`src/rtl/cic_comp_fir.sv`:
```
// cic_comp_fir: post-CIC droop-compensation FIR, 8-tap symmetric, one shared MAC.
// Optional build macro COMP_FIR_DEC2_EN: decimate the output by 2 (odd-phase
// samples only shift the delay line and never start a MAC pass).
module cic_comp_fir #(
   parameter int unsigned DATA_W = 24,
   parameter int unsigned COEF_W = 9,
   parameter int unsigned ACC_W  = 36   // at least DATA_W+COEF_W+3
) (
   input  logic                     clk,
   input  logic                     rst,
   input  logic signed [DATA_W-1:0] din,
   input  logic                     din_valid,
   output logic signed [DATA_W-1:0] dout,
   output logic                     dout_valid,
   output logic                     busy,
   output logic                     overrun
);

   localparam int unsigned TAPS  = 8;
   localparam int unsigned TAP_W = 3;
   localparam int unsigned SHIFT = 8;

   // Rounding offset of half an output LSB, and the output clamp limits.
   localparam logic signed [ACC_W-1:0] RND     = ACC_W'(128);
   localparam logic signed [ACC_W-1:0] SAT_MAX = {{(ACC_W-DATA_W+1){1'b0}}, {(DATA_W-1){1'b1}}};
   localparam logic signed [ACC_W-1:0] SAT_MIN = {{(ACC_W-DATA_W+1){1'b1}}, {(DATA_W-1){1'b0}}};

   typedef enum logic [1:0] {
      ST_IDLE = 2'd0,
      ST_MAC  = 2'd1,
      ST_OUT  = 2'd2
   } state_e;

   state_e                    state_q, state_d;
   logic signed [DATA_W-1:0]  x_q [TAPS];
   logic signed [DATA_W-1:0]  x_d [TAPS];
   logic signed [ACC_W-1:0]   acc_q, acc_d;
   logic [TAP_W-1:0]          tap_q, tap_d;
   logic signed [DATA_W-1:0]  dout_q, dout_d;
   logic                      dout_valid_q, dout_valid_d;
   logic                      busy_q, busy_d;
   logic                      overrun_q, overrun_d;
`ifdef COMP_FIR_DEC2_EN
   logic                      phase_q, phase_d;
`endif

   logic signed [ACC_W-1:0]   mac_term;
   logic signed [ACC_W-1:0]   rnd_sum;
   logic signed [ACC_W-1:0]   shifted;

   // Hard-coded symmetric compensation taps (DC gain 256).
   function automatic logic signed [COEF_W-1:0] coef(input logic [TAP_W-1:0] k);
      case (k)
         3'd0, 3'd7: coef = COEF_W'(-1);
         3'd1, 3'd6: coef = COEF_W'(3);
         3'd2, 3'd5: coef = COEF_W'(-12);
         default:    coef = COEF_W'(138);
      endcase
   endfunction

   // Datapath: one product per clk, then round-half-up and floor-shift by 8.
   always_comb begin
      mac_term = ACC_W'(x_q[tap_q]) * ACC_W'(coef(tap_q));
      rnd_sum  = acc_q + RND;
      shifted  = rnd_sum >>> SHIFT;
   end

   // Next-state and output logic for the IDLE -> MAC -> OUT pass.
   always_comb begin
      state_d      = state_q;
      x_d          = x_q;
      acc_d        = acc_q;
      tap_d        = tap_q;
      dout_d       = dout_q;
      dout_valid_d = 1'b0;
      busy_d       = busy_q;
      overrun_d    = overrun_q;
`ifdef COMP_FIR_DEC2_EN
      phase_d      = phase_q;
`endif

      case (state_q)
         ST_IDLE: begin
            if (din_valid) begin
               x_d[0] = din;
               for (int i = 1; i < TAPS; i++) begin
                  x_d[i] = x_q[i-1];
               end
`ifdef COMP_FIR_DEC2_EN
               phase_d = ~phase_q;
               if (!phase_q) begin
                  acc_d   = '0;
                  tap_d   = '0;
                  busy_d  = 1'b1;
                  state_d = ST_MAC;
               end
`else
               acc_d   = '0;
               tap_d   = '0;
               busy_d  = 1'b1;
               state_d = ST_MAC;
`endif
            end
         end
         ST_MAC: begin
            if (din_valid) begin
               overrun_d = 1'b1;
            end
            acc_d = acc_q + mac_term;
            tap_d = tap_q + TAP_W'(1);
            if (tap_q == TAP_W'(TAPS - 1)) begin
               state_d = ST_OUT;
            end
         end
         ST_OUT: begin
            if (din_valid) begin
               overrun_d = 1'b1;
            end
            if (shifted > SAT_MAX) begin
               dout_d = DATA_W'(SAT_MAX);
            end else if (shifted < SAT_MIN) begin
               dout_d = DATA_W'(SAT_MIN);
            end else begin
               dout_d = DATA_W'(shifted);
            end
            dout_valid_d = 1'b1;
            busy_d       = 1'b0;
            state_d      = ST_IDLE;
         end
         default: begin
            state_d = ST_IDLE;
            busy_d  = 1'b0;
         end
      endcase
   end

   // State register; synchronous reset discards any in-flight pass.
   always_ff @(posedge clk) begin
      if (rst) begin
         state_q      <= ST_IDLE;
         x_q          <= '{default: '0};
         acc_q        <= '0;
         tap_q        <= '0;
         dout_q       <= '0;
         dout_valid_q <= 1'b0;
         busy_q       <= 1'b0;
         overrun_q    <= 1'b0;
`ifdef COMP_FIR_DEC2_EN
         phase_q      <= 1'b0;
`endif
      end else begin
         state_q      <= state_d;
         x_q          <= x_d;
         acc_q        <= acc_d;
         tap_q        <= tap_d;
         dout_q       <= dout_d;
         dout_valid_q <= dout_valid_d;
         busy_q       <= busy_d;
         overrun_q    <= overrun_d;
`ifdef COMP_FIR_DEC2_EN
         phase_q      <= phase_d;
`endif
      end
   end

   assign dout       = dout_q;
   assign dout_valid = dout_valid_q;
   assign busy       = busy_q;
   assign overrun    = overrun_q;

endmodule

```
`config.mk`:
```
export PLATFORM = sky130hd
export DESIGN_NAME = cic_comp_fir
export DESIGN_NICKNAME = d
export VERILOG_FILES = /design/src/rtl/cic_comp_fir.sv
export SDC_FILE = /design/constraint.sdc
export NUM_CORES = 1
export LEC_CHECK = 0
export CAP_MARGIN = 10
export CORE_MARGIN = 5
export CORE_UTILIZATION = 45
export CTS_BUF_LIST = sky130_fd_sc_hd__clkbuf_16
export CTS_CLUSTER_DIAMETER = 150
export DETAILED_ROUTE_END_ITERATION = 7
export PLACE_DENSITY = 0.64
export SLEW_MARGIN = 20
export SYNTH_ARGS = -nofsm -noshare
export SYNTH_HDL_FRONTEND = slang
export SYNTH_SLANG_ARGS = --single-unit
```
`constraint.sdc`:
```
create_clock -name clk -period 13.51 [get_ports clk]
set_clock_uncertainty 0.15 [all_clocks]
set_input_delay 1.351 -clock clk [delete_from_list [all_inputs] [get_ports clk]]
set_output_delay 1.351 -clock clk [all_outputs]
set_load 0.01 [all_outputs]
```
Word level (Yosys, flattened, before mapping) --
Index checks and enable logic that the tools add are counted.
Operators by class: magnitude comparators 3, bitwise gates (word level) 2, eq/ne operators 9, reduce and logical (&&, ||, !) cells 12, $mul 1, mux-type cells 16, add/sub/neg operators 3
Operator list (count):
- 24-bit two-way mux | 4
- 24-bit binary-select mux with 3-bit select | 1
- 36-bit case mux with 2 select lines | 1
- 36-bit by 33-bit adder with 36-bit output | 1
- 36-bit by 9-bit adder with 36-bit output (second input constant) | 1
- 36-bit two-way mux | 1
- 24-bit by 9-bit multiplier with 33-bit output | 1
- 28-bit by 24-bit > comparator with 1-bit output (second input constant) | 1
- 28-bit by 24-bit less-than comparator with 1-bit output (second input constant) | 1
- 9-bit case mux with 3 select lines | 1
- 2-bit AND reduction | 5
- 3-bit equality test (second input constant) | 3
- 2-bit OR reduction | 4
- 3-bit case mux with 2 select lines | 1
- 4-bit greater-or-equal comparator (second input constant) | 1
- 2-bit two-way mux | 2
- 2-bit inequality test (second input constant) | 2
- 3-bit NOT with 4-bit output | 1
- 2-bit case mux with 2 select lines | 1
- 3-bit by 1-bit adder with 3-bit output (second input constant) | 1
- 3-bit by 1-bit equality test with 1-bit output (second input constant) | 1
- 3-bit by 2-bit equality test with 1-bit output (second input constant) | 1
- 3-bit zero test | 1
- 3-bit two-way mux | 1
- other kinds (7) | 8
Word-level totals: flip-flop bits (word level) 260, input bits 27, output and inout port bits 27

Depth between registers and ports, before layout --
Gate-level depths: netlist of the first run.
depth in word-level cells 7, gate-level depth with buffers 28, gate-level depth less buffers 24

Least setup slack after synthesis of the first run --
OpenSTA, ideal clock, no wires.
path type register to register, from register tap_q[0], to register acc_q[33], path slack 5.730 ns, required time 13.243 ns, period minus slack after synthesis 7.780 ns, arrival time 7.512 ns, stages on the path, launching flop included 29, cell sequence dfxtp_1 > clkbuf_1 > buf_2 > clkbuf_1 > inv_1 > ha_1 > or2_2 > o22ai_1 > clkbuf_1 > clkbuf_1 > nor2_1 > fa_1 > inv_1 > fa_1 > inv_1 > fa_1 > inv_1 > fa_1 > fa_1 > inv_1 > ha_1 > a21o_1 > a21o_1 > a21o_2 > a21oi_1 > o2111ai_2 > and3b_1 > or3_1 > a32o_1
Between the ends: longest elaborated chain between the ends 7, elaborated cells between the ends (all ways) 17, those cells by class add/sub (1); mul (1); eq/ne (5); mux (5); bitwise (1); reduce/logical (4)
RTL lines:
- from (decl) | RTL line 38 | logic [TAP_W-1:0] tap_q, tap_d;
- from (signal assigned) | RTL line 155 | tap_q <= tap_d;
- 3-bit NOT with 4-bit output (not written as such) | RTL line 63 | mac_term = ACC_W'(x_q[tap_q]) * ACC_W'(coef(tap_q));
- 24-bit binary-select mux with 3-bit select | RTL line 63
- 24-bit two-way mux (not written as such) (2 in series) | RTL line 63
- 24-bit by 9-bit multiplier with 33-bit output (*) | RTL line 63
- 36-bit by 33-bit adder with 36-bit output (*) | RTL line 109 | acc_d = acc_q + mac_term;
- 36-bit case mux with 2 select lines (*) | RTL line 82 | case (state_q)
- to (signal assigned) | RTL line 142 | acc_q <= '0;
- to (signal assigned) | RTL line 154 | acc_q <= acc_d;
- to (decl) | RTL line 37 | logic signed [ACC_W-1:0] acc_q, acc_d;
Mark *: on every way between the ends. The rest lies on a longest branch, timed or not. The select of a mux whose other input is x is not followed. A chain may end at the register's enable or synchronous reset.

Final worst setup path of the first run --
from register tap_q[1], to register acc_q[33]
Same word-level chain as after synthesis.

==> results of run 1 <==
## cell families after synthesis
| group | count (synthesis) |
|---|---|
| XOR/XNOR | 49 |
| AO/OA/AOI/OAI | 364 |
| AND/OR/NAND/NOR | 770 |
| adder cells (fa/ha/maj) | 304 |
| buffers and inverters | 408 |
| multiplexers | 76 |
| flip-flops | 260 |
## synthesized netlist by cell type (3+ instances only)
master    number  share of area
a211oi_1       8         0.0031
a21o_1        13         0.0050
a21o_2         3         0.0014
a21oi_1      244          0.063
a22o_1         3         0.0014
a22oi_1       16         0.0062
a31oi_1        3        0.00097
a32o_1         3         0.0016
and2_1         6         0.0019
and3_1         7         0.0023
and4_1         4         0.0018
buf_2          9         0.0023
clkbuf_1     104          0.020
dfxtp_1      260           0.27
fa_1         210           0.22
ha_1          94          0.061
inv_1        289          0.056
mux2i_1       27          0.014
mux4_2        48          0.056
nand2_1      438          0.085
nand2b_1       7         0.0023
nand3_1       18         0.0047
nand4_1        6         0.0019
nor2_1       175          0.034
nor2b_1       26         0.0084
nor3_1        21         0.0054
nor3b_1        3         0.0012
o211ai_1       5         0.0019
o21a_1         4         0.0016
o21ai_0       28         0.0072
o21bai_1       3         0.0012
o22ai_1       12         0.0039
or2_2         37          0.012
or3_1          6         0.0019
xnor2_1       25          0.011
xor2_1        24          0.011
## worst min path at each step
stage          startpoint       to  slack [ns]  cells past startpoint
5_1_grt           x_q[10]  x_q[10]        0.32                      2
4_1_cts           x_q[21]  x_q[21]        0.31                      2
3_3_place_gp       x_q[9]   x_q[9]        0.29                      2
3_5_place_dp       x_q[2]   x_q[2]        0.30                      2
2_1_floorplan      x_q[0]   x_q[0]        0.28                      2
6_report          x_q[22]  x_q[22]        0.31                      2
## final cells by class
| type | instances | area, um^2 | area share |
|---|---|---|---|
| tap | 546 | 683.2 | 0.03233 |
| sequential | 260 | 5211 | 0.2466 |
| timing repair buffer | 68 | 644.4 | 0.03049 |
| inverter | 289 | 1085 | 0.05134 |
| multi-input combinational | 1563 | 12610 | 0.5969 |
| clock buffer | 29 | 725.7 | 0.03434 |
| clock inverter | 22 | 167.7 | 0.007935 |
## placed cells by master (no fill, tap or decap), types with 28 or more instances in the layout
master / instances
a21oi_1: 244
clkdlybuf4s50_1: 52
fa_1: 210
or2_2: 37
clkbuf_16: 29
nor2_1: 175
o21ai_0: 28
dfxtp_1: 257
mux4_2: 48
ha_1: 94
inv_1: 298
nand2_1: 437
## power groups by stage
stage	clock (mW)	sequential, mW	combinational (mW)
after floorplan	0	0.851	2.51
after global placement	0	0.874	2.96
after detailed placement	0	0.875	3.02
after CTS	0.769	0.858	3.03
after global routing	0.800	0.866	3.50
final	0.745	0.858	3.02
## worst max-delay path, delay by kind of cell, from the launching register on
kind	cells	cell delay [ns]
AO/OA/AOI/OAI	8	2.14
adder cells (fa/ha/maj)	7	3.48
buffers and inverters	7	1.06
flip-flops	1	0.73
AND/OR/NAND/NOR	3	0.85
## metrics by stage
stage / total power, mW / cells
6_report: 4.626 / 2777
5_1_grt: 5.163 / 2777
4_1_cts: 4.660 / 2777
3_5_place_dp: 3.898 / 2726
3_3_place_gp: 3.831 / 2726
2_1_floorplan: 3.363 / 2231
## per-layer routing
metal	global-route usage	routed length [um]	vias to the layer above
met5	0	0	-
met4	0.04361	1115	0
met3	0.03013	2272	61
met2	0.2921	19220	313
met1	0.2556	19520	6967
li1	-	-	7120
## sequential cells by signal (all words and copies together) (netlist names)
name        flops
state_q         2
dout_valid      1
dout           24
busy            1
acc_q          36
overrun         1
x_q           192
tap_q           3
==> results_dict.tcl, run 1 <==
set metrics [dict create \
    path_max_fanout 32 \
    hold_viol 0 \
    final_nets 2542 \
    cp-end-kind "register" \
    die-area_um2 47290 \
    fin_crit_ns 8.529 \
    setup_tns_ns 0 \
    cts_tree "done" \
    synth_compound_area_frac 0.1105 \
    switching_share 0.4635 \
    timing.final.crit_share 0.6313 \
    post-place-ws_ns 4.929 \
    synthAdderAreaFrac 0.2778 \
    synth.avg_cell_area_um2 8.681 \
    synth_top_family_by_area "adder cells" \
    setup_ws_ns 4.981 \
    syn-num-nets 2562 \
    gr-usage-all-layers 0.1806 \
    drt-initial-drc-count 755 \
    io-pin-count 54 \
    drt_pass1_iterations 7 \
    cts_setup_buffers 0 \
    grt_antenna_before_repair 1 \
    synthCells 2231 \
    io_buffer_count 53 \
    r2r-start "tap_q[1]" \
    synthArstFlopShare 0 \
    r2r_cells 25 \
    drt_wl_total_um 42130 \
    path_clk_slew_ns 0.06 \
    die_x_um 217.5 \
    maxCapViolCount 0 \
    clock_latency_ns 0.58 \
    wl_per_cell_um 15.17 \
    cpMostUsedCell "inv_1" \
    ctsHoldBuffers 0 \
    placed_cell_area_um2 20240 \
    postLayoutCoreUtil 0.4938 \
    relSlewSlack 0.2695 \
    start_kind "register" \
    initial_core_util 0.4526 \
    dp_hpwl_um 31470 \
    startpoint "tap_q[1]" \
    slew_viol_final 0 \
    grt_pass1_vias 14350 \
    pwr-share-clk 0.161 \
    fin_hold_ws_ns 0.3072 \
    p_leak_nw 8.953 \
    crit_type "reg2reg" \
    p_int_mw 2.482 \
    htreeDepth 1 \
    synth-seq-cells 260 \
    worst-endpoint-required_ns 13.83 \
    synthMuxAreaShare 0.07035 \
    crit_path_max_incr_delay_ns 0.73 \
    fin_area_um2 21130 \
    maxClockFrequency_mhz 117.2 \
    rsz0062_at_grt "no" \
    via_per_inst 5.207 \
    synthDistinctLibCells 71 \
    die_h_um 217.5 \
    crit_path_end "acc_q[33]" \
    yosys.area_share.simple 0.1694 \
    grt_max_degree 101 \
    synth_flop_cell "dfxtp_1" \
    outcome "finished, final reports clean" \
    rows 76 \
    ir_worst_vdd_mv 0.1706 \
    r2r_setup_slack_ns 4.98 \
    core_area_um2 42790 \
    p_per_area_nw_per_um2 218.9 \
    worstMarginPinSlew_ns 1.096 \
    yosys_warnings 0 \
    insertedDiodeCount 0 \
    fillers 4060 \
    cts-resized-gates 0 \
    seq_area_frac_synth 0.2688 \
    drive_above_1_share 0.07351 \
    root_buffer "clkbuf_16" \
    cts.path.max_buffers 3 \
    grt_pass1_wl_um 71700 \
    gp_congestion 0.8694 \
    drc 0 \
    pwr-share-comb 0.653 \
    vias 14460 \
    numCtsBuffers 29 \
    p_sw_mw 2.144 \
    overflow 0 \
    seq_power_share 0.186 \
    cts_sinks 260 \
    synth_xor_area_frac 0.02216 \
    cp_slowest_cell "dfxtp_2" \
    area_growth_pct 9.103 \
    synth_enable_flop_cells 0 \
    synthesis.area_um2 19370 \
    hp-class "reg2reg" \
    rr_endpoint "acc_q[33]" \
    setup_viol 0 \
    final_antenna_net_count 0 \
    cp.arrival_ns 8.85 \
]
Power figures use the tool's default switching activity.
==> inputs of run 2 (changes only) <==
==> constraint.sdc (replaced) <==
create_clock -name clk -period 8.6 [get_ports clk]
set_clock_uncertainty 0.15 [all_clocks]
set_input_delay 0.86 -clock clk [delete_from_list [all_inputs] [get_ports clk]]
set_output_delay 0.86 -clock clk [all_outputs]
set_load 0.01 [all_outputs]
==> run 2 against run 1 <==
Against the previous run:
- critical path depth fell by 4
- first-iteration DRC count rose by 12%
- clock power rose by 72%
==> results_dict.tcl, run 2 (same netlist as run 1, synthesis figures left out) <==
set metrics [dict create \
    outcome "finished, final reports clean" \
    worst-endpoint-required_ns 8.90 \
    seq_area_um2 5211 \
    p_leak_nw 9.023 \
    ctsHoldBuffers 0 \
    grt_pass1_wl_um 72370 \
    io_buffer_count 53 \
    hp-class "reg2reg" \
    clock_latency_ns 0.57 \
    p_sw_mw 3.371 \
    final_antenna_net_count 0 \
    grt_pass1_vias 14570 \
    pwr-share-comb 0.643 \
    cts_setup_buffers 0 \
    area_growth_pct 10.03 \
    crit_type "reg2reg" \
    fillers 4018 \
    grt_max_degree 105 \
    via_per_inst 5.215 \
    wl_per_cell_um 15.07 \
    startpoint "tap_q[0]" \
    timing.final.crit_share 0.9050 \
    htreeDepth 1 \
    drc 0 \
    numCtsBuffers 29 \
    rows 76 \
    drt_wl_total_um 41960 \
    final_nets 2548 \
    cts_sinks 260 \
    drive_above_1_share 0.07775 \
    setup_tns_ns 0 \
    multiInputGateArea_um2 12610 \
    die_x_um 217.5 \
    seq_power_share 0.183 \
    fin_crit_ns 7.783 \
    grt_antenna_before_repair 0 \
    relSlewSlack 0.2834 \
    vias 14520 \
    hp-start "x_q[3]" \
    cp.arrival_ns 8.08 \
    path_max_fanout 34 \
    postLayoutCoreUtil 0.4980 \
    path_clk_slew_ns 0.06 \
    p_int_mw 3.995 \
    setup_viol 0 \
    r2r-start "tap_q[0]" \
    pwr-share-clk 0.173 \
    top_register "x_q" \
    hold_viol 0 \
    die_h_um 217.5 \
    insertedDiodeCount 0 \
    cts-resized-gates 0 \
    p_per_area_nw_per_um2 345.7 \
    core_area_um2 42790 \
    cp-end-kind "register" \
    slew_viol_final 0 \
    maxClockFrequency_mhz 128.5 \
    initial_core_util 0.4526 \
    ir_worst_vdd_mv 0.2947 \
    worstMarginPinSlew_ns 1.075 \
    start_kind "register" \
    cts_tree "done" \
    gr-usage-all-layers 0.1808 \
    rsz0062_at_grt "no" \
    dp_hpwl_um 31140 \
    switching_share 0.4576 \
    largest_reg_flops 192 \
    final_cell_mix "nand2_1, inv_1, dfxtp_1" \
    overflow 0 \
    mostFrequentLayoutCell "nand2_1" \
    root_buffer "clkbuf_16" \
    drt-initial-drc-count 843 \
    gp_congestion 0.8853 \
    drt_pass1_iterations 5 \
    io-pin-count 54 \
    cts.path.max_buffers 3 \
    maxCapViolCount 0 \
    die-area_um2 47290 \
]
run 2: changes by cell type in the layout (fill, tap and decap cells not counted):
cell	delta
buf_12	+2
buf_16	+1
buf_4	+3
bufinv_16	+3
clkinv_4	+1
clkinvlp_4	+1
inv_1	-3
inv_6	-2
inv_8	+1
run 2: per-layer routing:
layer	vias up	GRT usage	share of wire
met2	282	0.2908	0.45
met3	65	0.02929	0.049
met4	0	0.04150	0.022
met5	-	0	0
li1	7139	-	-
met1	7032	0.2592	0.48
run 2: per-stage QoR:
step           power (mW)  hold WS [ns]  cell area (um^2)  setup slack (ns)  instances
2_1_floorplan       5.283        0.2832             19370            0.8203       2231
3_3_place_gp        6.047        0.2884             20300            0.9973       2731
3_5_place_dp        6.137        0.2960             20300            0.8633       2731
4_1_cts             7.439        0.3044             21280            0.8677       2783
5_1_grt             8.205        0.3213             21310            0.4634       2784
6_report            7.366        0.3027             21310            0.8172       2784
run 2: worst max-delay path, stage by stage, from the launching register on:
cell and delay, ns:
dfxtp_4 0.58, buf_12 0.31, mux4_2 0.55, mux2i_1 0.57, or2_2 0.29, inv_1 0.09, fa_1 0.48, fa_1 0.52
fa_1 0.54, inv_1 0.06, fa_1 0.50, fa_1 0.54, inv_1 0.04, ha_1 0.38, a21oi_1 0.21, nor2_1 0.09
a2111oi_4 0.38, a21oi_1 0.21, o41ai_4 0.45, o21ai_0 0.27, a211oi_1 0.29, o21ai_0 0.12
run 2: worst paths after layout:
kind / cells after the start / to / slack, ns
worst min-delay path: 2 / x_q[3] / 0.30
worst max-delay path: 21 / acc_q[32] / 0.82
worst min register to register: 2 / x_q[3] / 0.30
worst max register to register: 21 / acc_q[32] / 0.82
run 2: power by group through the flow:
| stage | Clock [mW] | Sequential [mW] | Combinational, mW |
|---|---|---|---|
| 2_1_floorplan | 0 | 1.34 | 3.95 |
| 3_3_place_gp | 0 | 1.37 | 4.67 |
| 3_5_place_dp | 0 | 1.38 | 4.76 |
| 4_1_cts | 1.31 | 1.35 | 4.78 |
| 5_1_grt | 1.36 | 1.36 | 5.48 |
| 6_report | 1.28 | 1.35 | 4.74 |
run 2: final cells by class:
cell class	instances	share of cell area
Inverter	289	0.05091
Sequential cell	260	0.2446
Multi-Input combinational cell	1563	0.5919
Clock inverter	23	0.01204
Clock buffer	29	0.03406
Tap cell	546	0.03206
Timing Repair Buffer	74	0.03447
==> inputs of run 3 (changes only) <==
--- a/config.mk
+++ b/config.mk
@@ -5,6 +5,7 @@
 export SDC_FILE = /design/constraint.sdc
 export NUM_CORES = 1
 export LEC_CHECK = 0
+export ABC_AREA = 1
 export CAP_MARGIN = 10
 export CORE_MARGIN = 5
 export CORE_UTILIZATION = 45
@@ -12,6 +13,7 @@
 export CTS_CLUSTER_DIAMETER = 150
 export DETAILED_ROUTE_END_ITERATION = 7
 export PLACE_DENSITY = 0.64
+export SKIP_CTS_REPAIR_TIMING = 1
 export SLEW_MARGIN = 20
 export SYNTH_ARGS = -nofsm -noshare
 export SYNTH_HDL_FRONTEND = slang
==> run 3 against run 2 <==
Against the previous run:
- final cell count grew 22%
- synthesized area grew 4.4%
- register-to-register slack gained 0.17 ns
- clock-buffer cell count grew 3
- die area grew 4.2%
- first-iteration DRC count grew 52%
- critical path type unchanged
- largest cell class unchanged
- highest routed layer unchanged
==> results_dict.tcl, run 3 <==
set metrics [dict create \
    cts_sinks 260 \
    io_buffer_count 53 \
    grt_pass1_vias 17510 \
    critPathTopFamily "adder cells" \
    io-pin-count 54 \
    overflow 0 \
    synthCells 2809 \
    path_max_fanout 47 \
    drt-initial-drc-count 1284 \
    critPathBufInv 8 \
    seq_area_frac_synth 0.2573 \
    synth_most_common_cell "nor2_1" \
    wl_per_cell_um 16.31 \
    dp_cells 3348 \
    crit_type "reg2reg" \
    drt_pass1_iterations 5 \
    gr-usage-all-layers 0.2232 \
    initial_core_util 0.4564 \
    syn-num-nets 3140 \
    synth_flop_cell "dfxtp_1" \
    clock_latency_ns 0.60 \
    core_area_um2 44320 \
    cts_tree "done" \
    fin_crit_ns 7.611 \
    cpMostUsedCell "inv_1" \
    root_buffer "clkbuf_16" \
    die_x_um 222.0 \
    cp.arrival_ns 7.91 \
    grt_pass1_wl_um 91420 \
    relSlewSlack 0.2795 \
    numCtsBuffers 31 \
    hold_viol 0 \
    synth-seq-cells 260 \
    dp_hpwl_um 41450 \
    setup_viol 0 \
    htreeDepth 1 \
    synth_enable_flop_cells 0 \
    die-area_um2 49290 \
    synth_top_cell_area_share 0.2573 \
    cp-end-kind "register" \
    worstMarginPinSlew_ns 1.081 \
    instances_no_fill 3404 \
    synth.avg_cell_area_um2 7.200 \
    cp_slowest_cell "inv_2" \
    timing.final.crit_share 0.8850 \
    grt_antenna_before_repair 0 \
    synthesis.area_um2 20230 \
    area_growth_pct 10.07 \
    outcome "finished, final reports clean" \
    path_clk_slew_ns 0.06 \
    via_per_inst 5.208 \
    grt_max_degree 128 \
    synthDistinctLibCells 43 \
    rows 77 \
    drc 0 \
    synth_top_area_cell "dfxtp_1" \
    slew_viol_final 0 \
    gp_congestion 0.9576 \
    maxClockFrequency_mhz 131.4 \
    vias 17730 \
    crit_path_max_incr_delay_ns 0.65 \
    maxCapViolCount 0 \
    insertedDiodeCount 0 \
    final_cell_mix "nor2_1, inv_1, o21ai_0" \
    rsz0062_at_grt "no" \
    start_kind "register" \
    fillers 4455 \
    worst-endpoint-required_ns 8.90 \
    yosys_warnings 0 \
    die_h_um 222.0 \
    synthArstFlopShare 0 \
    cts.path.max_buffers 3 \
    final_nets 3120 \
    final_antenna_net_count 0 \
    synth_area_leaders "dfxtp_1, fa_1, nor2_1, o21ai_0, inv_1" \
    largest_reg_flops 192 \
    drt_wl_total_um 55530 \
    mostFrequentLayoutCell "nor2_1" \
    hp-class "reg2reg" \
    top_register "x_q" \
    yosys-top-cells-count "nor2_1, inv_1, o21ai_0" \
    drive_above_1_share 0.03876 \
    setup_tns_ns 0 \
]
## run 3: cell types whose count changed after synthesis, moves of 16 or more
cell      delta
a21oi_1    -121
a22oi_1     -16
inv_1      +132
mux2i_1     -27
mux4_2      -48
nand2_1    -131
nand3_1     +53
nor2_1     +520
nor2b_1     -26
o21ai_0    +332
o221ai_1    +24
or2_2       -22
xnor2_1     -21
## run 3: cells by family (layout without fill, tap and decap cells)
family | Yosys count | count (layout) | share of synthesized area
AO/OA/AOI/OAI | 545 | 545 | 0.1431
AND/OR/NAND/NOR | 1130 | 1130 | 0.2220
adder cells (fa/ha/maj) | 304 | 304 | 0.2660
XOR/XNOR | 15 | 15 | 0.006495
buffers and inverters | 555 | 558 | 0.1050
flip-flops | 260 | 260 | 0.2573
## run 3: worst paths after layout
| check | startpoint | to | slack, ns | cells past startpoint |
|---|---|---|---|---|
| worst max-delay path | tap_q[0] | acc_q[33] | 0.99 | 28 |
| worst min-delay path | acc_q[0] | acc_q[0] | 0.32 | 2 |
| worst min register to register | acc_q[0] | acc_q[0] | 0.32 | 2 |
| worst max register to register | tap_q[0] | acc_q[33] | 0.99 | 28 |
## run 3: metal layers
layer,GRT usage,routed length [um]
met5,0,0
met3,0.03932,3627
met1,0.3155,25770
met4,0.06940,1744
met2,0.3512,24390
## run 3: final cells by class
class / instances / area [um^2] / area share
Multi-Input combinational cell: 1994 / 12910 / 0.5798
Sequential cell: 260 / 5209 / 0.2340
Inverter: 423 / 1595 / 0.07166
Clock buffer: 32 / 800.8 / 0.03597
Timing Repair Buffer: 79 / 745.7 / 0.03350
Tap cell: 592 / 740.7 / 0.03327
Clock inverter: 24 / 264.0 / 0.01186
## run 3: through the flow
step	cell area, um^2	utilization	hold slack [ns]	setup WS, ns
after floorplan	20230	-	0.2953	2.211
after global placement	21200	0.4783	0.3016	1.071
after detailed placement	21200	0.4783	0.3135	1.070
after CTS	22260	0.5023	0.3244	1.061
after global routing	22260	0.5023	0.3410	0.4612
final	22260	0.5023	0.3194	0.9888
## run 3: worst min-delay path, delay by kind of cell, from the launching register on
family / cells / cell delay [ns]
AOI/OAI and AO/OA: 1 / 0.05
DFF: 1 / 0.31
and+or+nand+nor: 1 / 0.06
Power of run 3 is left out: the tool's default activity adds up to more than one toggle a clock period on the data nets, which glitch-free logic cannot reach.
==> RTL change: new RTL, config.mk and constraints of run 3 <==
The option `COMP_FIR_DEC2_EN` is turned on by a define.
--- a/src/rtl/cic_comp_fir.sv
+++ b/src/rtl/cic_comp_fir.sv
@@ -1,6 +1,8 @@
 // cic_comp_fir: post-CIC droop-compensation FIR, 8-tap symmetric, one shared MAC.
 // Optional build macro COMP_FIR_DEC2_EN: decimate the output by 2 (odd-phase
 // samples only shift the delay line and never start a MAC pass).
+`define COMP_FIR_DEC2_EN
+
 module cic_comp_fir #(
    parameter int unsigned DATA_W = 24,
    parameter int unsigned COEF_W = 9,
Behaviour: no difference found for any inputs over 10 cycles, from zero or initial values and one cycle with rst high; that may be too few to reach the edited logic, so the function may still have changed.
==> RTL change against run 3 <==
  * Routed wire length grew 1.1%
  * Area after synthesis increased by 1.0%
  * Worst setup slack better by 170 ps
  * Fmax is 2.3% higher
  * Worst hold slack worse by 1.2 ps
  * Sequential cell count rose by 1
  * Design area up 0.14%
  * Count of clock-buffer cells in the layout shrank 2
  * Die area up 0.97%
  * Critical path type unchanged
  * Critical endpoint is now acc_q[19]
  * Largest cell class unchanged
  * Highest routed layer unchanged
Power is left out: the tool's default activity adds up to more than one toggle a clock period on the data nets, which glitch-free logic cannot reach.
==> RTL change: results (changes against run 3) <==
- Outcome: completed (unchanged)
- Cell variety after synth: 38 (was 43)
- Count of clock-net buffers in the final layout: 30 (was 32)
- Cells after synthesis: 2845 (was 2809)
- Inverters excl. clock: 434 (was 423)
- Wire per inst: 16.3 um (about the same)
- Met3 track utilization from global routing: 0.0379 (was 0.0393)
- Largest driver fanout on the critical path: 61 (was 47)
- Gr usage total: 0.224 (was 0.223)
- Sum of met3 wire segment lengths after detailed routing: 3.90 mm (was 3.63 mm)
- Count of flip-flops and latches: 261 (was 260)
- Most area-consuming cells after synthesis: sky130_fd_sc_hd__dfxtp_1 (26%), sky130_fd_sc_hd__fa_1 (21%), sky130_fd_sc_hd__nor2_1 (13%), sky130_fd_sc_hd__o21ai_0 (8.5%), sky130_fd_sc_hd__inv_1 (7.9%) (was sky130_fd_sc_hd__dfxtp_1 (26%), sky130_fd_sc_hd__fa_1 (21%), sky130_fd_sc_hd__nor2_1 (13%), sky130_fd_sc_hd__o21ai_0 (8.9%), sky130_fd_sc_hd__inv_1 (7.8%))
- Most frequent cells after synthesis: sky130_fd_sc_hd__nor2_1 (692), sky130_fd_sc_hd__inv_1 (429), sky130_fd_sc_hd__nand2_1 (369) (was sky130_fd_sc_hd__nor2_1 (695), sky130_fd_sc_hd__inv_1 (421), sky130_fd_sc_hd__o21ai_0 (360))
- Worst Hold Path EP: acc_q[1] (was acc_q[0])
- Fin cells: 3438 (was 3404)
- Post-Place Worst Slack: 1270 ps (was 1070 ps)
- Placed cell areas: 21300 um2 (was 21200 um2)
- Final cell area excluding filler cells: 22300 um2 (about the same)
- Minimum hold slack: 318 ps (was 319 ps)
- Met2 wire length: 25.0 mm (was 24.4 mm)
- Number of buffers added by the clock tree synthesis step: 30 (was 31)
- Met1 Use GR: 0.320 (was 0.315)
- Layout net count: 3149 (was 3120)
- Arrival time at the worst endpoint: 7730 ps (was 7910 ps)
- Synthesized net count: 3176 (was 3140)
- Fmax achieved: 134 MHz (was 131 MHz)
- Largest net degree at the start of global routing: 121 (was 128)
- Area of combinational cells with multiple inputs: 13000 um2 (was 12900 um2)
- Routability-driven placement congestion ratio: 0.985 (was 0.958)
- Capturing element of the worst setup path: acc_q[19] (was acc_q[33])
==> RTL change: cell count changes after synthesis, sizes merged, moves of 2 or more <==
cell / run 3 / this run
nand2: 309 / 372
o21ai: 362 / 347
buf: 26 / 36
clkbuf: 106 / 96
inv: 422 / 432
nand3: 71 / 61
or2: 15 / 8
xnor2: 4 / 10
nand2b: 3 / 0
o21a: 4 / 2
==> RTL change: critical path, stage by stage (launching register included) <==
cell,delay [ps]
sky130_fd_sc_hd__dfxtp_4,630
sky130_fd_sc_hd__buf_4,590
sky130_fd_sc_hd__o21ai_0,180
sky130_fd_sc_hd__o22ai_1,190
sky130_fd_sc_hd__inv_1,60
sky130_fd_sc_hd__o21ai_0,390
sky130_fd_sc_hd__inv_1,180
sky130_fd_sc_hd__nor2_1,430
sky130_fd_sc_hd__fa_1,530
sky130_fd_sc_hd__fa_1,520
sky130_fd_sc_hd__fa_1,520
sky130_fd_sc_hd__fa_1,540
sky130_fd_sc_hd__inv_1,50
sky130_fd_sc_hd__fa_1,530
sky130_fd_sc_hd__inv_1,40
sky130_fd_sc_hd__ha_1,350
sky130_fd_sc_hd__nand2_1,150
sky130_fd_sc_hd__inv_1,60
sky130_fd_sc_hd__a21oi_1,300
sky130_fd_sc_hd__nand2_1,230
sky130_fd_sc_hd__nand2_1,120
sky130_fd_sc_hd__nand2_1,60
sky130_fd_sc_hd__or2_2,280
sky130_fd_sc_hd__nand3_1,70
sky130_fd_sc_hd__a21oi_1,70
==> RTL change: kinds of logic (layout without fill, tap and decap cells) <==
kind of cell | count (synthesis) | after routing | share of synthesized area
flops | 261 | 261 | 0.256
compound gates | 524 | 524 | 0.139
fa+ha+maj | 304 | 304 | 0.263
buf+inv | 566 | 559 | 0.107
xor+xnor | 21 | 21 | 0.00900
simple gates | 1169 | 1169 | 0.225
